<file path="src/rtl/ex_muldiv_unit.sv">
// Iterative RV32M multiply/divide unit for the EX stage.
// Accepts one M-op from ID/EX, iterates one bit per cycle for XLEN cycles, and then presents
// a registered result with its destination register for exactly one cycle (done_o).
module ex_muldiv_unit #(
    parameter int unsigned XLEN = 32
) (
    input  logic            clk_i,
    input  logic            rst_i,
    input  logic            req_i,
    input  logic [9:0]      funct_i,
    input  logic [XLEN-1:0] RS1data_i,
    input  logic [XLEN-1:0] RS2data_i,
    input  logic [4:0]      RDaddr_i,
    input  logic            kill_i,
    output logic            stall_o,
    output logic            done_o,
    output logic [XLEN-1:0] result_o,
    output logic [4:0]      RDaddr_o
);

    localparam int unsigned CntW = $clog2(XLEN) + 1;

    typedef enum logic [1:0] {StIdle, StBusy, StDone} state_e;

    state_e              state_q, state_d;
    logic [CntW-1:0]     count_q;
    logic [2*XLEN-1:0]   acc_q;
    logic [XLEN-1:0]     a_q;
    logic [XLEN-1:0]     b_q;
    logic [XLEN-1:0]     a_raw_q;
    logic [2:0]          funct3_q;
    logic [4:0]          rd_q;
    logic                sa_q, sb_q, b_zero_q;
    logic [XLEN-1:0]     result_q;
    logic [4:0]          rd_out_q;

    logic                accept, last_iter;
    logic [2:0]          f3_in;
    logic                sa_in, sb_in;
    logic [XLEN-1:0]     a_mag_in, b_mag_in;
    logic [XLEN:0]       mul_sum, div_r, div_diff;
    logic                div_ge;
    logic [2*XLEN-1:0]   acc_n, prod;
    logic [XLEN-1:0]     quo, rem, quo_s, rem_s, result_n;

    assign f3_in     = funct_i[2:0];
    assign accept    = (state_q == StIdle) && req_i && (funct_i[9:3] == 7'b0000001) && !kill_i;
    assign last_iter = (state_q == StBusy) && (count_q == CntW'(XLEN - 1));

    // Operand signedness and magnitudes of the incoming request
    always_comb begin
        sa_in    = ((f3_in == 3'b001) || (f3_in == 3'b010) || (f3_in == 3'b100) ||
                    (f3_in == 3'b110)) && RS1data_i[XLEN-1];
        sb_in    = ((f3_in == 3'b001) || (f3_in == 3'b100) || (f3_in == 3'b110)) &&
                   RS2data_i[XLEN-1];
        a_mag_in = sa_in ? -RS1data_i : RS1data_i;
        b_mag_in = sb_in ? -RS2data_i : RS2data_i;
    end

    // One iteration: shift-add multiply step or restoring divide step on magnitudes
    always_comb begin
        // Multiply: multiplier sits in acc low half, partial product builds in the high half
        mul_sum  = {1'b0, acc_q[2*XLEN-1:XLEN]} + {1'b0, {XLEN{acc_q[0]}} & a_q};
        // Divide: remainder in the high half, dividend shifts out / quotient shifts in below
        div_r    = {acc_q[2*XLEN-1:XLEN], acc_q[XLEN-1]};
        div_diff = div_r - {1'b0, b_q};
        div_ge   = ~div_diff[XLEN];
        if (funct3_q[2]) begin
            acc_n = {(div_ge ? div_diff[XLEN-1:0] : div_r[XLEN-1:0]), acc_q[XLEN-2:0], div_ge};
        end else begin
            acc_n = {mul_sum, acc_q[XLEN-1:1]};
        end
    end

    // Final sign fix-up and special cases, evaluated on the last iteration's value
    always_comb begin
        prod     = (sa_q ^ sb_q) ? -acc_n : acc_n;
        quo      = acc_n[XLEN-1:0];
        rem      = acc_n[2*XLEN-1:XLEN];
        quo_s    = (sa_q ^ sb_q) ? -quo : quo;
        rem_s    = sa_q ? -rem : rem;
        result_n = '0;
        unique case (funct3_q)
            3'b000:                 result_n = prod[XLEN-1:0];
            3'b001, 3'b010, 3'b011: result_n = prod[2*XLEN-1:XLEN];
            3'b100:                 result_n = b_zero_q ? '1 : quo_s;
            3'b101:                 result_n = b_zero_q ? '1 : quo;
            3'b110:                 result_n = b_zero_q ? a_raw_q : rem_s;
            3'b111:                 result_n = b_zero_q ? a_raw_q : rem;
            default:                result_n = '0;
        endcase
    end

    // FSM next state and handshake outputs; kill wins over accept and completion
    always_comb begin
        state_d = state_q;
        unique case (state_q)
            StIdle: if (accept) state_d = StBusy;
            StBusy: begin
                if (kill_i) begin
                    state_d = StIdle;
                end else if (last_iter) begin
                    state_d = StDone;
                end
            end
            StDone:  state_d = StIdle;
            default: state_d = StIdle;
        endcase
        stall_o = accept || (state_q == StBusy);
        done_o  = (state_q == StDone) && !kill_i;
    end

    // FSM state register
    always_ff @(posedge clk_i or posedge rst_i) begin
        if (rst_i) begin
            state_q <= StIdle;
        end else begin
            state_q <= state_d;
        end
    end

    // Operand latch, iteration datapath and result registers
    always_ff @(posedge clk_i or posedge rst_i) begin
        if (rst_i) begin
            count_q  <= '0;
            acc_q    <= '0;
            a_q      <= '0;
            b_q      <= '0;
            a_raw_q  <= '0;
            funct3_q <= '0;
            rd_q     <= '0;
            sa_q     <= 1'b0;
            sb_q     <= 1'b0;
            b_zero_q <= 1'b0;
            result_q <= '0;
            rd_out_q <= '0;
        end else if (accept) begin
            count_q  <= '0;
            acc_q    <= {{XLEN{1'b0}}, (f3_in[2] ? a_mag_in : b_mag_in)};
            a_q      <= a_mag_in;
            b_q      <= b_mag_in;
            a_raw_q  <= RS1data_i;
            funct3_q <= f3_in;
            rd_q     <= RDaddr_i;
            sa_q     <= sa_in;
            sb_q     <= sb_in;
            b_zero_q <= (RS2data_i == '0);
        end else if (state_q == StBusy) begin
            acc_q   <= acc_n;
            count_q <= count_q + CntW'(1);
            if (last_iter && !kill_i) begin
                result_q <= result_n;
                rd_out_q <= rd_q;
            end
        end
    end

    assign result_o = result_q;
    assign RDaddr_o = rd_out_q;

endmodule

</file>
<file path="config.mk">
export PLATFORM = sky130hd
export DESIGN_NAME = ex_muldiv_unit
export DESIGN_NICKNAME = d
export VERILOG_FILES = /design/src/rtl/ex_muldiv_unit.sv
export SDC_FILE = /design/constraint.sdc
export NUM_CORES = 1
export LEC_CHECK = 0
export BUFFER_PORTS_ARGS = -buffer_cell sky130_fd_sc_hd__buf_4
export CORE_MARGIN = 2
export CORE_UTILIZATION = 57
export CTS_CLUSTER_SIZE = 12
export DETAILED_ROUTE_END_ITERATION = 16
export PLACE_DENSITY = 0.76
export RECOVER_POWER = 100
export SLEW_MARGIN = 15
export SYNTH_ARGS = -nofsm -noshare
export SYNTH_HDL_FRONTEND = slang
export SYNTH_SLANG_ARGS = --single-unit
export TNS_END_PERCENT = 5
</file>
<file path="constraint.sdc">
create_clock -name clk_i -period 7.4 [get_ports clk_i]
set_input_delay 1.85 -clock clk_i [delete_from_list [all_inputs] [get_ports clk_i]]
set_output_delay 1.85 -clock clk_i [all_outputs]
set_load 0.1 [all_outputs]
</file>
---- Word level (Yosys, flattened, before mapping) ----
Cells that the tools add are included.
cells by class
  $add $sub $neg .......................... 8
  eq/ne operators ......................... 17
  mux-type cells .......................... 21
  bitwise operators ....................... 4
  reductions and logical operators ........ 22
operators by type and width
  cell                 count
  $mux 32              10
  $mux 64              4
  $pmux 32 s6          1
  $neg 32->32          4
  $neg 64->64          1
  $add 32x32->33       1
  $sub 33x32->33       1
  $and 32x32->32       1
  $logic_not 32->1     1
  $eq 3x3->1 const B   6
  $mux 6               2
  $eq 3x2->1 const B   3
  $logic_and 1x1->1    8
  $eq 7x1->1 const B   1
  $add 6x1->6 const B  1
  $eq 3x1->1 const B   2
  $eq 6x5->1 const B   1
  $logic_or 1x1->1     6
  $mux 2               3
  $pmux 2 s2           1
  $logic_not 3->1      1
  $ne 3x3->1 const B   1
  $reduce_and 3->1     1
  $reduce_or 3->1      1
  9 further kinds      10
word-level totals
  bits in registers ....................... 216
  input bits .............................. 83
  output and inout port bits .............. 39
  logic and storage cells ................. 85

---- Longest topological paths before layout ----
  word-level depth ........................ 8
  gate-level depth with buffers ........... 25
  gate-level depth less buffers ........... 23

---- Worst setup path before layout ----
Ideal clock, no wire load.
  path type ............................... input port to output port
  start point ............................. input port kill_i
  end point ............................... output port done_o
  data arrival time ....................... 4.038 ns
  required time ........................... 5.550 ns
  slack ................................... 1.512 ns
  stages on the path ...................... 1
  path buffers ............................ 0
  cells stage by stage .................... nor3b_1
between the ends
  word-level cells in the longest chain between the ends .. 2
RTL lines
  item               RTL line  source
  start, declared    14        input logic kill_i,
  $logic_not 1->1    110       done_o = (state_q == StDone) && !kill_i;
  $logic_and 1x1->1  110
  end, declared      16        output logic done_o,
No other way between the ends.

---- Final worst setup path ----
  start point ............................. register acc_q[31]
  end point ............................... register result_q[31], in the netlist result_o[31]
between the ends
  word-level cells in the longest chain between the ends .. 7
  elaborated cells between the ends (all ways) .. 14
  classes of those cells .................. add/sub (4); mux (9); bitwise (1)
RTL lines
  item                                         RTL line  source
  start, declared                              27        logic [2*XLEN-1:0] acc_q;
  start signal, assigned                       139       acc_q <= {{XLEN{1'b0}}, (f3_in[2] ? a_mag_in : b_mag_in)};
  start signal, assigned                       149       acc_q <= acc_n;
  $sub 33x32->33                               66        div_diff = div_r - {1'b0, b_q};
  $mux 32 / $not 1->1 (equally long branches)  69, 67
  $mux 64 *                                    68        if (funct3_q[2]) begin
  $neg 32->32 (on tied branches)               81, 80
  $mux 32 (on tied branches)                   81, 80
  $mux 32 (on tied branches)                   88, 86
  $pmux 32 s6 *                                83        unique case (funct3_q)
  end signal, assigned                         152       result_q <= result_n;
  end, declared                                34        logic [XLEN-1:0] result_q;
Mark *: on every way between the ends. The rest lies on a longest branch, timed or not.
A chain may end at the register's enable or synchronous reset.

==> flow_metrics.tcl <==
set metrics [dict create \
    portBuffers 121 \
    yosys.area.top_type "dfrtp_1" \
    core_sq_um 32370 \
    ys_ff_latch 215 \
    fmax_mhz 147.3 \
    dr.pass1.iters 7 \
    cpLargestDelayFamily "compound AO/OA/AOI/OAI gates" \
    grt_pass1_vias 19000 \
    grt_use_total 0.4621 \
    power_frac_comb 0.535 \
    async_reset_ff_frac 1.000 \
    io_pins 122 \
    routed_wl_microns 80210 \
    path_buf_inv 4 \
    maxUsedRoutingLayer "met4" \
    holdBufCountCts 0 \
    regToRegSetupSlack_ps 610 \
    cts.clk_slew.worst_paths_ps 70 \
    place_congestion 1.106 \
    drc 0 \
    cts-resized-gates 0 \
    start_util 0.5770 \
    met3_length_microns 10980 \
    vias 20720 \
    cts_htree_levels 1 \
    syn_inst 2458 \
    grt_max_degree 169 \
    synth_ff_type "dfrtp_1" \
    finalSetupTns_ps 0 \
    postCtsSetupRepairBufs 0 \
    netlist-cell-type-count 94 \
    dpl.cell_count 2925 \
    cts_buffers 26 \
    die_h_microns 185.0 \
    hp-class "register to register" \
    die_w_microns 185.0 \
    swShare 0.4913 \
    maxCapViolCount 5 \
    crit_required_ps 7840 \
    p_per_area_nw_per_um2 300.0 \
    dr_wl_met2_microns 32150 \
    placed_cell_area_sq_um 19950 \
    crit_slowest_cell "o311ai_0" \
    rsz0062_at_grt "false" \
    syn2layout_area_growth_pct 10.14 \
    wl_met1_microns 31060 \
    max_stage_delay_ps 1220 \
    ys_warn_count 0 \
    synth.top_cell.area_share 0.2880 \
    endpoint_kind "register" \
    instances_no_fill 2973 \
    cts_root_buffer "clkbuf_16" \
    drt-initial-drc-count 3363 \
    setup_viol 0 \
    path_cells "inv_1 > ha_1 > fa_1 > nand2b_1 > a21oi_1 > o21bai_1 > a211o_4 > a211oi_4 > o21a_1 > buf_4 > nor2_1 > clkbuf_1 > o311ai_0 > and4b_1 > nor4bb_1 > clkbuf_1 > nand2_1 > o311a_1 > nor4_1 > a21oi_1" \
    cp.arrival_ps 7230 \
    worstSetupPathType "register to register" \
    cts.sinks 215 \
    slew_headroom -1.834 \
    grt_pass1_wl_microns 117900 \
    syn-cell-area_sq_um 18680 \
    wl_per_cell_microns 26.98 \
    synth_edf_count 0 \
    p_sw_mw 3.032 \
    post-route-min-period_ps 6788 \
    violations "capacitance limit, slew limit" \
    hold_violations 0 \
    synth_nets 2612 \
    die_area_sq_um 34230 \
    grt-ovfl-total 0 \
    drtAntennaViolNets 0 \
    leakage_nw 8.933 \
    clock_path_buffers 3 \
    tightest_slew_ps 4251 \
    synth.area.top_cells "dfrtp_1 29%, nand2_1 8.3%, o21ai_0 6.4%" \
    dpl.hpwl_microns 60640 \
    p_int_mw 3.139 \
    outcome "complete, but fails checks" \
    vias_per_cell 6.970 \
    cp_max_fo 17 \
    avgSynthCellArea_sq_um 7.599 \
    drive_above_1_share 0.07866 \
    cts_tree "yes" \
    finClkSkew_ps 34.58 \
    power_mw 6.171 \
    finalCritPeriodShare 0.9173 \
    clock_power_share 0.219 \
    postLayoutCellArea_sq_um 20570 \
    antenna_found_initial 1 \
    report.final.slew_viol_count 464 \
    ys_seq_area_frac 0.2880 \
    insertion_delay_ps 570 \
    nets 2665 \
    peakVddDrop_uv 243.5 \
    cp-start-kind "register" \
    p_seq_frac 0.246 \
    rows 66 \
]
==> synth_stat cells (all sizes together) (7+ instances only) <==
cell    instances
nand2         415
o21ai         247
dfrtp         215
a21oi         199
nor2          198
clkbuf        106
xnor2          99
inv            77
xor2           77
ha             69
mux2i          64
nor3           56
nand3          48
and2           46
o211ai         41
a31oi          36
buf            32
nand4          27
o22ai          26
or3            26
o31ai          25
nand2b         22
a221o          21
a211oi         19
nor4           18
a21o           16
a221oi         16
a22o           15
a211o          14
nor2b          14
o21a           14
o221ai         14
and3           11
or4            11
a21boi          9
or2             9
o21bai          8
o311ai          8
a311oi          7
==> routing by layer <==
| layer | global-route usage | up-vias |
|---|---|---|
| met2 | 0.6617 | 1679 |
| met1 | 0.6247 | 9739 |
| met5 | 0 | - |
| met3 | 0.1300 | 332 |
| met4 | 0.2622 | 0 |
| li1 | - | 8972 |
==> stage by stage <==
stage	util	hold WS (ps)	setup slack, ps
2_1_floorplan	-	436.9	1512
3_3_place_gp	0.6161	448.4	1437
3_5_place_dp	0.6161	456.1	1318
4_1_cts	0.6432	475.1	1303
5_1_grt	0.6354	497.2	394.4
6_report	0.6355	467.0	612.2
==> path summary, 6_finish.rpt <==
path	cells past startpoint	to	startpoint
setup / recovery	20	result_o[31]$_DFFE_PP0P_	acc_q[31]$_DFFE_PP0P_
setup reg to reg	20	result_o[31]$_DFFE_PP0P_	acc_q[31]$_DFFE_PP0P_
hold / removal	2	RDaddr_o[1]$_DFFE_PP0P_	rd_q[1]$_DFFE_PP0P_
min in group asynchronous	3	count_q[5]$_DFFE_PP0P_	rst_i
max in group asynchronous	3	funct3_q[2]$_DFFE_PP0P_	rst_i
hold reg to reg	2	RDaddr_o[1]$_DFFE_PP0P_	rd_q[1]$_DFFE_PP0P_
==> cell type report <==
| type | instances | area [sq um] |
|---|---|---|
| Multi-Input combinational cell | 2026 | 12430 |
| Timing Repair Buffer | 163 | 1032 |
| Antenna cell | 1 | 2.502 |
| Fill cell | 2902 | 11800 |
| Tap cell | 442 | 553.0 |
| Inverter | 79 | 297.8 |
| Sequential cell | 215 | 5385 |
| Clock buffer | 35 | 725.7 |
| Clock inverter | 12 | 148.9 |
==> cells by family (layout without fill, tap and decap cells) <==
family,Yosys count,after routing,share of synthesized area
simple gates,931,931,0.2301
compound gates,781,781,0.2690
buf+inv,217,289,0.04589
flops,215,215,0.2880
xor+xnor,176,176,0.08253
fa+ha+maj,71,71,0.04837
mux,67,67,0.03611
other cells,0,1,0
==> cell usage in the layout (no fill, tap or decap), types with 9 or more instances in the layout <==
| master | instances |
|---|---|
| a211o_1 | 13 |
| a211oi_1 | 18 |
| a21boi_0 | 9 |
| a21o_1 | 16 |
| a21oi_1 | 199 |
| a221o_1 | 21 |
| a221oi_1 | 15 |
| a22o_1 | 15 |
| a31oi_1 | 36 |
| and2_1 | 44 |
| and3_1 | 11 |
| buf_4 | 109 |
| clkbuf_1 | 55 |
| clkbuf_16 | 27 |
| dfrtp_1 | 213 |
| ha_1 | 69 |
| inv_1 | 75 |
| mux2i_1 | 64 |
| nand2_1 | 414 |
| nand2b_1 | 21 |
| nand3_1 | 47 |
| nand4_1 | 26 |
| nor2_1 | 197 |
| nor2b_1 | 14 |
| nor3_1 | 53 |
| nor4_1 | 16 |
| o211ai_1 | 41 |
| o21a_1 | 14 |
| o21ai_0 | 242 |
| o221ai_1 | 14 |
| o22ai_1 | 26 |
| o31ai_1 | 24 |
| or2_2 | 9 |
| or3_1 | 26 |
| or4_1 | 11 |
| xnor2_1 | 98 |
| xor2_1 | 77 |
==> worst register-to-register path: stages, from the launching register on <==
cell and delay, ps:
dfrtp_1 390, inv_1 60, ha_1 220, fa_1 400, nand2b_1 200, a21oi_1 360
o21bai_1 170, a211o_4 400, a211oi_4 310, o21a_1 190, buf_4 270, nor2_1 160
clkbuf_1 470, o311ai_0 1230, and4b_1 380, nor4bb_1 210, clkbuf_1 360, nand2_1 170
o311a_1 360, nor4_1 250, a21oi_1 100
==> state kept, by name, summed over array words and instances (netlist names) <==
signal / count
acc_q: 64
a_q: 32
b_q: 32
result_o: 32
a_raw_q: 31
count_q: 6
RDaddr_o: 5
rd_q: 5
funct3_q: 3
state_q: 2
b_zero_q: 1
sa_q: 1
sb_q: 1
==> power groups by stage <==
stage | Clock [mW] | Sequential [mW] | Combinational, mW
detailed placement | 0 | 1.52 | 3.19
global route | 1.39 | 1.52 | 3.47
finish | 1.35 | 1.52 | 3.30
floorplan | 0 | 1.41 | 2.20
global placement | 0 | 1.52 | 3.16
CTS | 1.34 | 1.51 | 3.21
Note: power is estimated with default switching activity, not from simulation.
